===== config.mk =====
export PLATFORM = sky130hd
export DESIGN_NAME = game_pieces_renderer
export DESIGN_NICKNAME = d
export VERILOG_FILES = /design/src/rtl/game_pieces_renderer_pkg.sv /design/src/rtl/game_pieces_renderer_win_detect.sv /design/src/rtl/game_pieces_renderer.sv
export SDC_FILE = /design/constraint.sdc
export NUM_CORES = 2
export LEC_CHECK = 0
export BUFFER_PORTS_ARGS = -buffer_cell sky130_fd_sc_hd__buf_4
export CAP_MARGIN = 20
export CORE_MARGIN = 2
export CORE_UTILIZATION = 25
export DETAILED_ROUTE_END_ITERATION = 16
export GPL_TIMING_DRIVEN = 0
export PLACE_DENSITY = 0.41
export SLEW_MARGIN = 40
export SYNTH_ARGS = -nofsm -noshare
export SYNTH_HDL_FRONTEND = slang
export SYNTH_SLANG_ARGS = --single-unit

===== constraint.sdc =====
create_clock -name clk -period 10.7 [get_ports clk]
set_input_delay 2.14 -clock clk [delete_from_list [all_inputs] [get_ports clk]]
set_output_delay 2.14 -clock clk [all_outputs]
set_load 0.1 [all_outputs]

===== src/rtl/game_pieces_renderer_pkg.sv =====
`default_nettype none
// ============================================================================
// Module   : game_pieces_pkg
// Purpose  : Shared types and constants for the game-pieces LED renderer.
//            Holds the cell and winner encodings, the matrix size, and the
//            scan FSM states.
// Ports    : none (package)
// Revision : 1.0 - initial parametrised release
// ============================================================================
package game_pieces_pkg;

  localparam int MATRIX_DIM = 16;

  typedef enum logic [1:0] {
    CELL_EMPTY = 2'b00,
    CELL_P1    = 2'b01,
    CELL_P2    = 2'b10,
    CELL_RSVD  = 2'b11
  } cell_t;

  typedef enum logic [1:0] {
    WIN_NONE = 2'b00,
    WIN_P1   = 2'b01,
    WIN_P2   = 2'b10,
    WIN_DRAW = 2'b11
  } winner_t;

  typedef enum logic [1:0] {
    IDLE   = 2'd0,
    SCAN   = 2'd1,
    COMMIT = 2'd2
  } fsm_state_t;

endpackage

`default_nettype wire


===== src/rtl/game_pieces_renderer_win_detect.sv =====
`default_nettype none
// ============================================================================
// Module   : game_win_detect
// Purpose  : Combinational win/draw detection over an N x N board snapshot.
//            Checks every row, column and both diagonals; P1 wins take
//            priority over P2 wins, and a full board without a win is a draw.
// Ports    : cells_i    - board snapshot, index = row*BOARD_N+col
//            winner_o   - WIN_NONE / WIN_P1 / WIN_P2 / WIN_DRAW
//            win_mask_o - union of every completed line (one bit per cell)
// Revision : 1.0 - initial parametrised release
// ============================================================================
module game_win_detect
  import game_pieces_pkg::*;
#(
  parameter int BOARD_N = 3
) (
  input  logic [BOARD_N*BOARD_N-1:0][1:0] cells_i,
  output winner_t                         winner_o,
  output logic [BOARD_N*BOARD_N-1:0]      win_mask_o
);

  localparam int NCELL = BOARD_N * BOARD_N;
  localparam int NLINE = 2 * BOARD_N + 2;
  localparam int IDX_W = $clog2(NCELL);

  // Lines 0..N-1 are rows, N..2N-1 are columns, 2N is the main diagonal and
  // 2N+1 the anti-diagonal; k walks along the line.
  function automatic logic [IDX_W-1:0] line_cell(input int l, input int k);
    int n;
    if (l < BOARD_N)           n = l * BOARD_N + k;
    else if (l < 2 * BOARD_N)  n = k * BOARD_N + (l - BOARD_N);
    else if (l == 2 * BOARD_N) n = k * BOARD_N + k;
    else                       n = k * BOARD_N + (BOARD_N - 1 - k);
    return IDX_W'(n);
  endfunction

  logic             p1_any, p2_any, full, all_p1, all_p2;
  logic [NCELL-1:0] mask_p1, mask_p2;

  always_comb begin
    p1_any  = 1'b0;
    p2_any  = 1'b0;
    full    = 1'b1;
    all_p1  = 1'b0;
    all_p2  = 1'b0;
    mask_p1 = '0;
    mask_p2 = '0;
    for (int c = 0; c < NCELL; c++) begin
      if (cells_i[IDX_W'(c)] != CELL_P1 && cells_i[IDX_W'(c)] != CELL_P2) full = 1'b0;
    end
    for (int l = 0; l < NLINE; l++) begin
      all_p1 = 1'b1;
      all_p2 = 1'b1;
      for (int k = 0; k < BOARD_N; k++) begin
        if (cells_i[line_cell(l, k)] != CELL_P1) all_p1 = 1'b0;
        if (cells_i[line_cell(l, k)] != CELL_P2) all_p2 = 1'b0;
      end
      for (int k = 0; k < BOARD_N; k++) begin
        if (all_p1) mask_p1[line_cell(l, k)] = 1'b1;
        if (all_p2) mask_p2[line_cell(l, k)] = 1'b1;
      end
      if (all_p1) p1_any = 1'b1;
      if (all_p2) p2_any = 1'b1;
    end
  end

  assign win_mask_o = mask_p1 | mask_p2;
  assign winner_o   = p1_any ? WIN_P1 :
                      p2_any ? WIN_P2 :
                      full   ? WIN_DRAW : WIN_NONE;

endmodule

`default_nettype wire


===== src/rtl/game_pieces_renderer.sv =====
`default_nettype none
// ============================================================================
// Module   : game_pieces_renderer
// Purpose  : Renders an N x N board of 2-bit cells as X (red) / O (green)
//            glyphs, optional amber grid lines and a blinking winning line
//            into double-buffered 16x16 LED planes. A scan draws one cell per
//            cycle into the back buffers, then commits them in one edge.
// Ports    : clk       - system clock
//            reset     - synchronous, active-low reset
//            cells     - cell states, index = row*BOARD_N+col
//            grid_en   - draw grid lines when 1
//            RedPixels - red plane [row][col], row 0 = top
//            GrnPixels - green plane [row][col]
//            winner    - 00 none, 01 P1, 10 P2, 11 draw
//            busy      - high while scanning or committing
// Revision : 1.0 - initial parametrised release
// ============================================================================
module game_pieces_renderer
  import game_pieces_pkg::*;
#(
  parameter int BOARD_N      = 3,
  parameter int CELL_PX      = 4,
  parameter int GAP_PX       = 1,
  parameter int ORIGIN       = 1,
  parameter int BLINK_CYCLES = 25_000_000
) (
  input  logic                                  clk,
  input  logic                                  reset,
  input  logic [BOARD_N*BOARD_N-1:0][1:0]       cells,
  input  logic                                  grid_en,
  output logic [MATRIX_DIM-1:0][MATRIX_DIM-1:0] RedPixels,
  output logic [MATRIX_DIM-1:0][MATRIX_DIM-1:0] GrnPixels,
  output logic [1:0]                            winner,
  output logic                                  busy
);

  localparam int NCELL   = BOARD_N * BOARD_N;
  localparam int PITCH   = CELL_PX + GAP_PX;
  localparam int EXTENT  = BOARD_N * CELL_PX + (BOARD_N - 1) * GAP_PX;
  localparam int IDX_W   = $clog2(NCELL);
  localparam int PIX_W   = $clog2(MATRIX_DIM);
  localparam int BLINK_W = $clog2(BLINK_CYCLES + 1);

  typedef logic [MATRIX_DIM-1:0][MATRIX_DIM-1:0] plane_t;

  if (ORIGIN + EXTENT > MATRIX_DIM || CELL_PX < 3) begin : g_param_check
    $error("game_pieces_renderer: board does not fit the matrix or CELL_PX < 3");
  end

  fsm_state_t                    state_q;
  logic [IDX_W-1:0]              idx_q;
  logic [NCELL-1:0][1:0]         snap_cells_q;
  logic                          snap_grid_q;
  logic                          pending_q;
  logic [BLINK_W-1:0]            blink_cnt_q;
  logic                          phase_q;
  plane_t                        red_back_q, grn_back_q;
  plane_t                        red_back_d, grn_back_d;
  plane_t                        red_out_q, grn_out_q;
  logic [1:0]                    winner_q;
  logic                          busy_q;

  winner_t                       snap_winner;
  logic [NCELL-1:0]              win_mask;
  plane_t                        grid_mask, glyph_x, glyph_o;
  int                            row_base, col_base;
  logic [1:0]                    cell_code;
  logic                          cell_visible;
  logic                          blink_wrap;

  game_win_detect #(
    .BOARD_N(BOARD_N)
  ) u_win_detect (
    .cells_i   (snap_cells_q),
    .winner_o  (snap_winner),
    .win_mask_o(win_mask)
  );

  // Gap rows/columns between cells, clipped to the board extent.
  always_comb begin
    grid_mask = '0;
    for (int g = 0; g < BOARD_N - 1; g++) begin
      for (int k = 0; k < GAP_PX; k++) begin
        for (int t = 0; t < EXTENT; t++) begin
          grid_mask[PIX_W'(ORIGIN + g * PITCH + CELL_PX + k)][PIX_W'(ORIGIN + t)] = 1'b1;
          grid_mask[PIX_W'(ORIGIN + t)][PIX_W'(ORIGIN + g * PITCH + CELL_PX + k)] = 1'b1;
        end
      end
    end
  end

  // X and O glyph masks placed at the cell currently being scanned.
  always_comb begin
    glyph_x  = '0;
    glyph_o  = '0;
    row_base = ORIGIN + (int'(idx_q) / BOARD_N) * PITCH;
    col_base = ORIGIN + (int'(idx_q) % BOARD_N) * PITCH;
    for (int i = 0; i < CELL_PX; i++) begin
      for (int j = 0; j < CELL_PX; j++) begin
        if (i == j || i + j == CELL_PX - 1)
          glyph_x[PIX_W'(row_base + i)][PIX_W'(col_base + j)] = 1'b1;
        // Border pixel on exactly one edge axis: the ring minus its corners.
        if ((i == 0 || i == CELL_PX - 1) != (j == 0 || j == CELL_PX - 1))
          glyph_o[PIX_W'(row_base + i)][PIX_W'(col_base + j)] = 1'b1;
      end
    end
  end

  // Winning-line cells are hidden during the off half of the blink; a draw
  // never blinks because it has no winning line.
  assign cell_code    = snap_cells_q[idx_q];
  assign cell_visible = !(win_mask[idx_q] && !phase_q &&
                          (snap_winner == WIN_P1 || snap_winner == WIN_P2));
  assign red_back_d   = red_back_q | ((cell_code == CELL_P1 && cell_visible) ? glyph_x : '0);
  assign grn_back_d   = grn_back_q | ((cell_code == CELL_P2 && cell_visible) ? glyph_o : '0);
  assign blink_wrap   = (blink_cnt_q == BLINK_W'(BLINK_CYCLES - 1));

  always_ff @(posedge clk) begin
    if (!reset) begin
      state_q      <= IDLE;
      idx_q        <= '0;
      snap_cells_q <= '0;
      snap_grid_q  <= 1'b0;
      pending_q    <= 1'b1;
      blink_cnt_q  <= '0;
      phase_q      <= 1'b0;
      red_back_q   <= '0;
      grn_back_q   <= '0;
      red_out_q    <= '0;
      grn_out_q    <= '0;
      winner_q     <= '0;
      busy_q       <= 1'b0;
    end else begin
      if (blink_wrap) begin
        blink_cnt_q <= '0;
        phase_q     <= ~phase_q;
      end else begin
        blink_cnt_q <= blink_cnt_q + BLINK_W'(1);
      end

      case (state_q)
        IDLE: begin
          if (cells != snap_cells_q || grid_en != snap_grid_q || pending_q) begin
            snap_cells_q <= cells;
            snap_grid_q  <= grid_en;
            pending_q    <= 1'b0;
            red_back_q   <= grid_en ? grid_mask : '0;
            grn_back_q   <= grid_en ? grid_mask : '0;
            idx_q        <= '0;
            busy_q       <= 1'b1;
            state_q      <= SCAN;
          end
        end
        SCAN: begin
          red_back_q <= red_back_d;
          grn_back_q <= grn_back_d;
          if (idx_q == IDX_W'(NCELL - 1)) state_q <= COMMIT;
          else                            idx_q   <= idx_q + IDX_W'(1);
        end
        COMMIT: begin
          red_out_q <= red_back_q;
          grn_out_q <= grn_back_q;
          winner_q  <= snap_winner;
          busy_q    <= 1'b0;
          state_q   <= IDLE;
        end
        default: state_q <= IDLE;
      endcase

      // A blink edge forces a redraw; it must win over IDLE clearing pending.
      if (blink_wrap) pending_q <= 1'b1;
    end
  end

  assign RedPixels = red_out_q;
  assign GrnPixels = grn_out_q;
  assign winner    = winner_q;
  assign busy      = busy_q;

endmodule

`default_nettype wire

Yosys cells after proc, flatten, opt, wreduce, memory -nomap -nowiden:

Cells that the tools add are included.

* word-level logic and storage cells: 705
* output and inout bits: 515
* register bits after elaboration: 1079
* input port bits: 21

* reductions and logical operators: 82
* equal/unequal tests: 31
* muxes and demuxes: 319
* order comparisons: 113
* multiply operators: 2
* add/sub/neg operators: 10
* bitwise operators: 65
* divide/modulo/power cells: 2

Operators by type and width (number)
* 256-bit bitwise OR: 16
* 16-bit demux with 4-bit select: 16
* 256-bit one-hot mux with 2 select lines: 2
* 256-bit 2-to-1 mux: 3
* 9-bit 2-to-1 mux: 48
* 9-bit bitwise OR: 47
* 16-bit 2-to-1 mux: 16
* 4-bit by 5-bit less-than comparator with 1-bit output, second input constant: 49
* 4-bit by 1-bit >= comparator with 1-bit output, second input constant: 56
* 1-bit demux with 4-bit select: 52
* 4-bit 2-to-1 mux: 50
* 1-bit 2-to-1 mux: 120
* 118-bit 2-to-1 mux: 1
* 1-bit logical AND: 68
* 32-bit by 4-bit multiplier with 4-bit output, second input constant: 2
* 4-bit by 6-bit less-than comparator with 1-bit output, second input constant: 8
* 5-bit by 3-bit divider with 32-bit output, second input constant: 1
* 5-bit by 3-bit modulo with 32-bit output, second input constant: 1
* 25-bit by 1-bit adder with 25-bit output, second input constant: 1
* 25-bit equality test, second input constant: 1
* 2-bit inequality test, second input constant: 12
* 18-bit inequality test: 1
* 2-bit by 1-bit inequality test with 1-bit output, second input constant: 9
* 4-bit by 3-bit adder with 4-bit output, second input constant: 4
* 21 further kinds: 40

Logic depth before layout (Yosys ltp):

* word-level depth: 66
* mapped depth: 23
* depth with buffers taken out: 22

By module:

Synthesis repeated with hierarchy kept, for this count alone.

* cells, all modules: 4194
* area total of the unflattened synthesis: 38886.0 sq um

By module, submodules not included
* game_pieces_renderer: instances 1, area an instance 38311.7 sq um, sequential area each 21600.7 sq um, cells each 4113
* game_win_detect: instances 1, area an instance 574.3 sq um, sequential area each 0.0 sq um, cells each 81

Least setup slack after synthesis:

No wires, ideal clock.

* kind: reg2reg
* start: register idx_q[0]
* end: register grn_back_q[86] (netlist bit)
* slack: 5.300 ns
* data required time: 10.632 ns
* stages on the path, launching flop included: 23
* arrival: 5.332 ns
* cell sequence: dfxtp_1 > buf_2 > clkinv_1 > ha_1 > a211oi_4 > xnor2_1 > inv_1 > ha_1 > a21oi_1 > o221ai_4 > nand2_1 > o21ai_0 > ha_1 > ha_1 > xnor2_1 > nor3_1 > o221a_2 > nor2_1 > nand4_1 > a221o_1 > buf_6 > o221a_1 > o21ai_2

* cells in the longest elaborated chain, start to end: 20

RTL lines
* start, declared: line game_pieces_renderer.sv:51 `logic [IDX_W-1:0] idx_q;`
* start signal, assigned: line game_pieces_renderer.sv:158 `else idx_q <= idx_q + IDX_W'(1);`
* 5-bit by 3-bit modulo with 32-bit output: line game_pieces_renderer.sv:97 `col_base = ORIGIN + (int'(idx_q) % BOARD_N) * PITCH;`
* 32-bit by 4-bit multiplier with 4-bit output: line game_pieces_renderer.sv:97
* 2-bit by 4-bit adder with 4-bit output: line game_pieces_renderer.sv:97
* 4-bit by 2-bit adder with 4-bit output / 4-bit by 3-bit adder with 4-bit output (equally long branches): line game_pieces_renderer.sv:104 `glyph_o[PIX_W'(row_base + i)][PIX_W'(col_base + j)] = 1'b1;`
* 4-bit by 6-bit less-than comparator with 1-bit output (implied by the code) / 4-bit by 1-bit >= comparator with 1-bit output (equally long branches): line game_pieces_renderer.sv:104
* 1-bit logical AND (implied by the code): line game_pieces_renderer.sv:104
* 1-bit 2-to-1 mux (implied by the code): line game_pieces_renderer.sv:104
* 1-bit demux with 4-bit select: line game_pieces_renderer.sv:104
* 16-bit 2-to-1 mux (implied by the code): line game_pieces_renderer.sv:104
* 16-bit demux with 4-bit select: line game_pieces_renderer.sv:104
* 256-bit bitwise OR (no source line) (7 in series)
* 256-bit 2-to-1 mux *: line game_pieces_renderer.sv:115 `assign grn_back_d = grn_back_q | ((cell_code == CELL_P2 && cell_visible) ? glyph_o : '0);`
* 256-bit bitwise OR *: line game_pieces_renderer.sv:115
* 256-bit one-hot mux with 2 select lines *: line game_pieces_renderer.sv:141 `case (state_q)`
* end signal, assigned: line game_pieces_renderer.sv:148 `grn_back_q <= grid_en ? grid_mask : '0;`
* end signal, assigned: line game_pieces_renderer.sv:156 `grn_back_q <= grn_back_d;`
* end, declared: line game_pieces_renderer.sv:57 `plane_t red_back_q, grn_back_q;`

Mark *: on every way between the ends. The rest lies on a longest branch, timed or not. The select of a mux whose other input is x is not followed.
A chain may end at the register's enable or synchronous reset.

Final worst setup path:

* start: register idx_q[0]
* end: register grn_back_q[48] (netlist bit)

The elaborated chain is that of the path after synthesis.

==> metrics.csv <==
stage;metric;value;unit
run_status;outcome;finished clean;
sta;Final Hold Viols;0;
clock_network;Clock Latency Late Sink;0.77;ns
routing;DRC Markers;0;
finish;nets;4911;
power_and_ir_drop;switching share of power;0.241;
global_routing;initial antenna violation count;6;
global_routing;GRT overflow;0;
synth;post-synth top area cell;dfxtp_1;
synth;flops & latches, synth;1079;
synth;simple-gate area share of the yosys netlist;0.209;
synth;dominant cells by area after synthesis;dfxtp_1 56%, nand2_1 11%, a21boi_0 9.9%, and3_1 6.3%, clkbuf_1 2.8%;
setup_path;internal reg-to-reg setup slack;3.64;ns
routing;Post-Route WL;141000;µm
routing;vias;31300;
synth;largest family of logic cells by synthesized area;simple AND/OR/NAND/NOR gates;
sta;setup_tns;0;ns
setup_path;RR Endpoint;grn_back_q[48];
clock_network;CTS tree;done;
placed_design;IO buf count;535;
synth;syn_area_per_cell;9.30;µm²
synth;yosys warns;0;
clock_network;CTS max path bufs;3;
routing;antenna-violating nets left;0;
synth;post-synth top area share;0.556;
setup_path;crit path DAT;7.74;ns
finish;layout cell share with drive strength beyond 1;0.168;
sta;unrepaired setup endpoints after global routing;no;
power_and_ir_drop;clock share of power;0.506;
global_routing;first-pass GRT wire length;205000;µm
sta;period utilization;0.660;
global_routing;vias in the first global route;30900;
placed_design;post-DP HPWL;105000;µm
die;Die ar.;159000;µm²
sta;Min Hold Slack;0.453;ns
finish;Layout area overhead;28.6;%
setup_path;CP Launch Type;flip-flop;
power_and_ir_drop;sequential share of power;0.450;
synth;Post-synth EDFFs;0;
job;Max Cap Violations;0;
synth;register area share after synthesis;0.556;
synth;Synth Area in Adders;0.0142;
placed_design;Setup WS pre-CTS;3.61;ns
sta;Worst Tran Pin Value;0.895;ns
power_and_ir_drop;internal power;6830;µW
synth;Netlist Area Pre-Place;38900;µm²
power_and_ir_drop;pwr dens;180;nW/µm²
clock_network;level count of the clock H-tree;4;
clock_network;CTS sink cnt;1079;
synth;Syn Inst Count;4176;
worst_hold_path;hold path start;grn_back_q[169];
die;placement row count;144;
setup_path;CP Max Fanout;12;
clock_network;clk slew on worst S/H paths;0.05;ns
setup_path;Setup CP Type;flip-flop to flip-flop;
worst_hold_path;Hold Crit Depth;2;
sta;Max Freq;0.142;GHz
synth;Async SR Flop Fraction;0;
synth;mux contribution to synthesized area;0.00898;
synth;Synth Area in XOR/XNOR;0.0144;
synth;library cells used by synthesis;90;
placed_design;GP Congestion;0.865;
setup_path;Setup crit end kind;flip-flop;
routing;vias per cell;4.47;
synth;complex-gate fraction of the synthesized area;0.162;
sta;setup violators final;0;
routing;Starting DRT DRC Count;1591;
setup_path;Worst Reg-to-Reg Cells;21;
sta;max-slew violation count;0;
global_routing;total track usage;0.174;
die;Initial Util;0.252;
power_and_ir_drop;peak supply drop;0.151;mV
synth;predominant post-synthesis flop cell;dfxtp_1;
power_and_ir_drop;P_leak;0.0198;µW
sta;Final Skew;0.0411;ns
clock_network;Clock Tree Root;clkbuf_16;
synth;Net Count, Synth;4241;
clock_network;post-CTS setup buffers;0;
routing;Pre-Repair DR Iteration Count;5;
die;Die Y;398;µm
die;Top Ports;536;
clock_network;cts hold-fix bufs;0;
sta;final worst setup slack;3.64;ns
clock_network;post-cts sizing count;0;
power_and_ir_drop;P_sw;2180;µW
finish;fillers;16300;
sta;Rel. slew slack;0.399;
die;Die Span X;398;µm
setup_path;RR Startpoint;idx_q[0];
setup_path;WP data required;11.38;ns
worst_hold_path;HP Class;flip-flop to flip-flop;
sta;post-layout min period;7.06;ns
global_routing;largest net degree at the start of global routing;17;
routing;WL/cell;20.2;µm
die;core area;154000;µm²
power_and_ir_drop;combinational share of power;0.044;
setup_path;Crit. Startpoint;idx_q[0];
clock_network;TritonCTS buffer count;132;
worst_hold_path;end of the worst hold path;GrnPixels[169];
-- stage by stage --
| step | std cells | instance area (µm²) | util | total power [µW] |
|---|---|---|---|---|
| final | 6995 | 50000 | 0.324 | 9010 |
| after global routing | 6993 | 50000 | 0.324 | 9360 |
| after CTS | 6992 | 50000 | 0.324 | 9160 |
| after detailed placement | 6756 | 45500 | 0.295 | 4540 |
| after global placement | 6755 | 45400 | 0.295 | 4540 |
| after floorplan | 4176 | 38900 | - | 4360 |
-- layer usage --
layer | GRT usage | up-vias | routed length, µm
li1 | - | 15500 | -
met1 | 0.225 | 14900 | 63500
met2 | 0.276 | 701 | 64700
met3 | 0.0484 | 189 | 8850
met4 | 0.0600 | 2 | 4100
met5 | 0 | - | 7
-- layout by cell type, fill, tap and decap left out, drive strengths merged, types with 5 or more instances in the layout --
master     n
nand2   1189
dfxtp   1079
buf      561
a21boi   516
clkbuf   492
and3     394
o221ai    70
o21ai     70
nor2      67
inv       45
ha        44
nand3     38
nor2b     33
xor2      32
xnor2     29
a21oi     28
a32oi     25
mux2i     24
clkinv    22
a22o      15
and2      14
nand4     13
o211ai    12
a22oi     11
a221oi    10
nor4      10
a221o      9
nor3       9
nand2b     8
bufinv     7
a32o       6
o22ai      6
a31oi      6
o31ai      6
or3        5
-- worst max-delay path, cell delays in order, from the launching register on --
cell,delay (ns)
dfxtp_1,0.36
buf_2,0.26
clkinv_1,0.38
ha_1,0.39
a211oi_4,0.58
xnor2_1,0.27
inv_1,0.18
ha_1,0.26
a21oi_1,0.22
o221ai_4,0.26
o21ai_0,0.52
ha_1,0.32
ha_1,0.24
xor2_1,0.53
or3_1,0.19
a2111oi_0,0.09
nor2_1,0.38
a22oi_1,0.21
a211oi_2,0.62
buf_2,0.47
a32oi_1,0.14
o21ai_0,0.11
-- power groups by stage --
stage	Sequential, µW	Combinational [µW]	Clock (µW)
global route	4060	426	4880
global placement	4140	393	0
finish	4060	392	4560
floorplan	4130	229	0
CTS	4050	395	4710
detailed placement	4140	394	0
-- cell usage after synthesis (5+ instances only) --
library cell,number
and2_1,14
mux2i_1,23
and3_1,394
clkbuf_1,293
nor2b_1,31
buf_2,14
buf_1,5
o22ai_1,5
a22oi_1,8
a221o_1,9
a32oi_1,24
nor2_1,62
inv_1,37
a31oi_1,5
nor3_1,5
o21ai_0,63
nand2b_1,8
xor2_1,32
xnor2_1,27
o211ai_1,12
dfxtp_1,1079
nor4_1,6
nand4_1,13
nand3_1,37
a21boi_0,515
a32o_1,6
a21oi_1,27
o21ai_1,6
a221oi_1,9
a22o_1,15
o221ai_1,69
nand2_1,1189
buf_6,5
ha_1,44
-- final cells by class --
type	instances	area (µm²)	share of cell area
antenna	3	7.51	0.000150
buffer	318	1280	0.0257
clock buffer	199	3840	0.0769
clock inverter	37	626	0.0125
inverter	40	150	0.00300
multi-input combinational	2739	15900	0.318
sequential	1079	21600	0.432
tap	2044	2560	0.0512
timing repair buffer	536	4030	0.0807
-- kinds of logic after synthesis --
| group | count (synthesis) |
|---|---|
| flip-flops | 1079 |
| AND/OR/NAND/NOR | 1787 |
| buffers and inverters | 358 |
| adder cells (fa/ha/maj) | 44 |
| multiplexers | 29 |
| XOR/XNOR | 61 |
| AO/OA/AOI/OAI | 818 |
-- registers in the layout, summed over array words and instances (netlist names) --
signal / cells
snap_grid_q: 1
busy: 1
pending_q: 1
grn_back_q: 256
RedPixels: 256
blink_cnt_q: 25
winner: 2
phase_q: 1
red_back_q: 256
state_q: 2
snap_cells_q: 18
GrnPixels: 256
idx_q: 4
-- worst max path at each step --
stage                endpoint  slack [ns]  depth (start not counted)
3_3_place_gp   grn_back_q[32]        3.38                         22
5_1_grt        grn_back_q[87]        3.05                         20
6_report       grn_back_q[48]        3.64                         21
2_1_floorplan  grn_back_q[86]        5.30                         22
3_5_place_dp   grn_back_q[96]        3.61                         21
4_1_cts        grn_back_q[96]        3.62                         21
No activity file was read; power rests on OpenSTA's default activity.
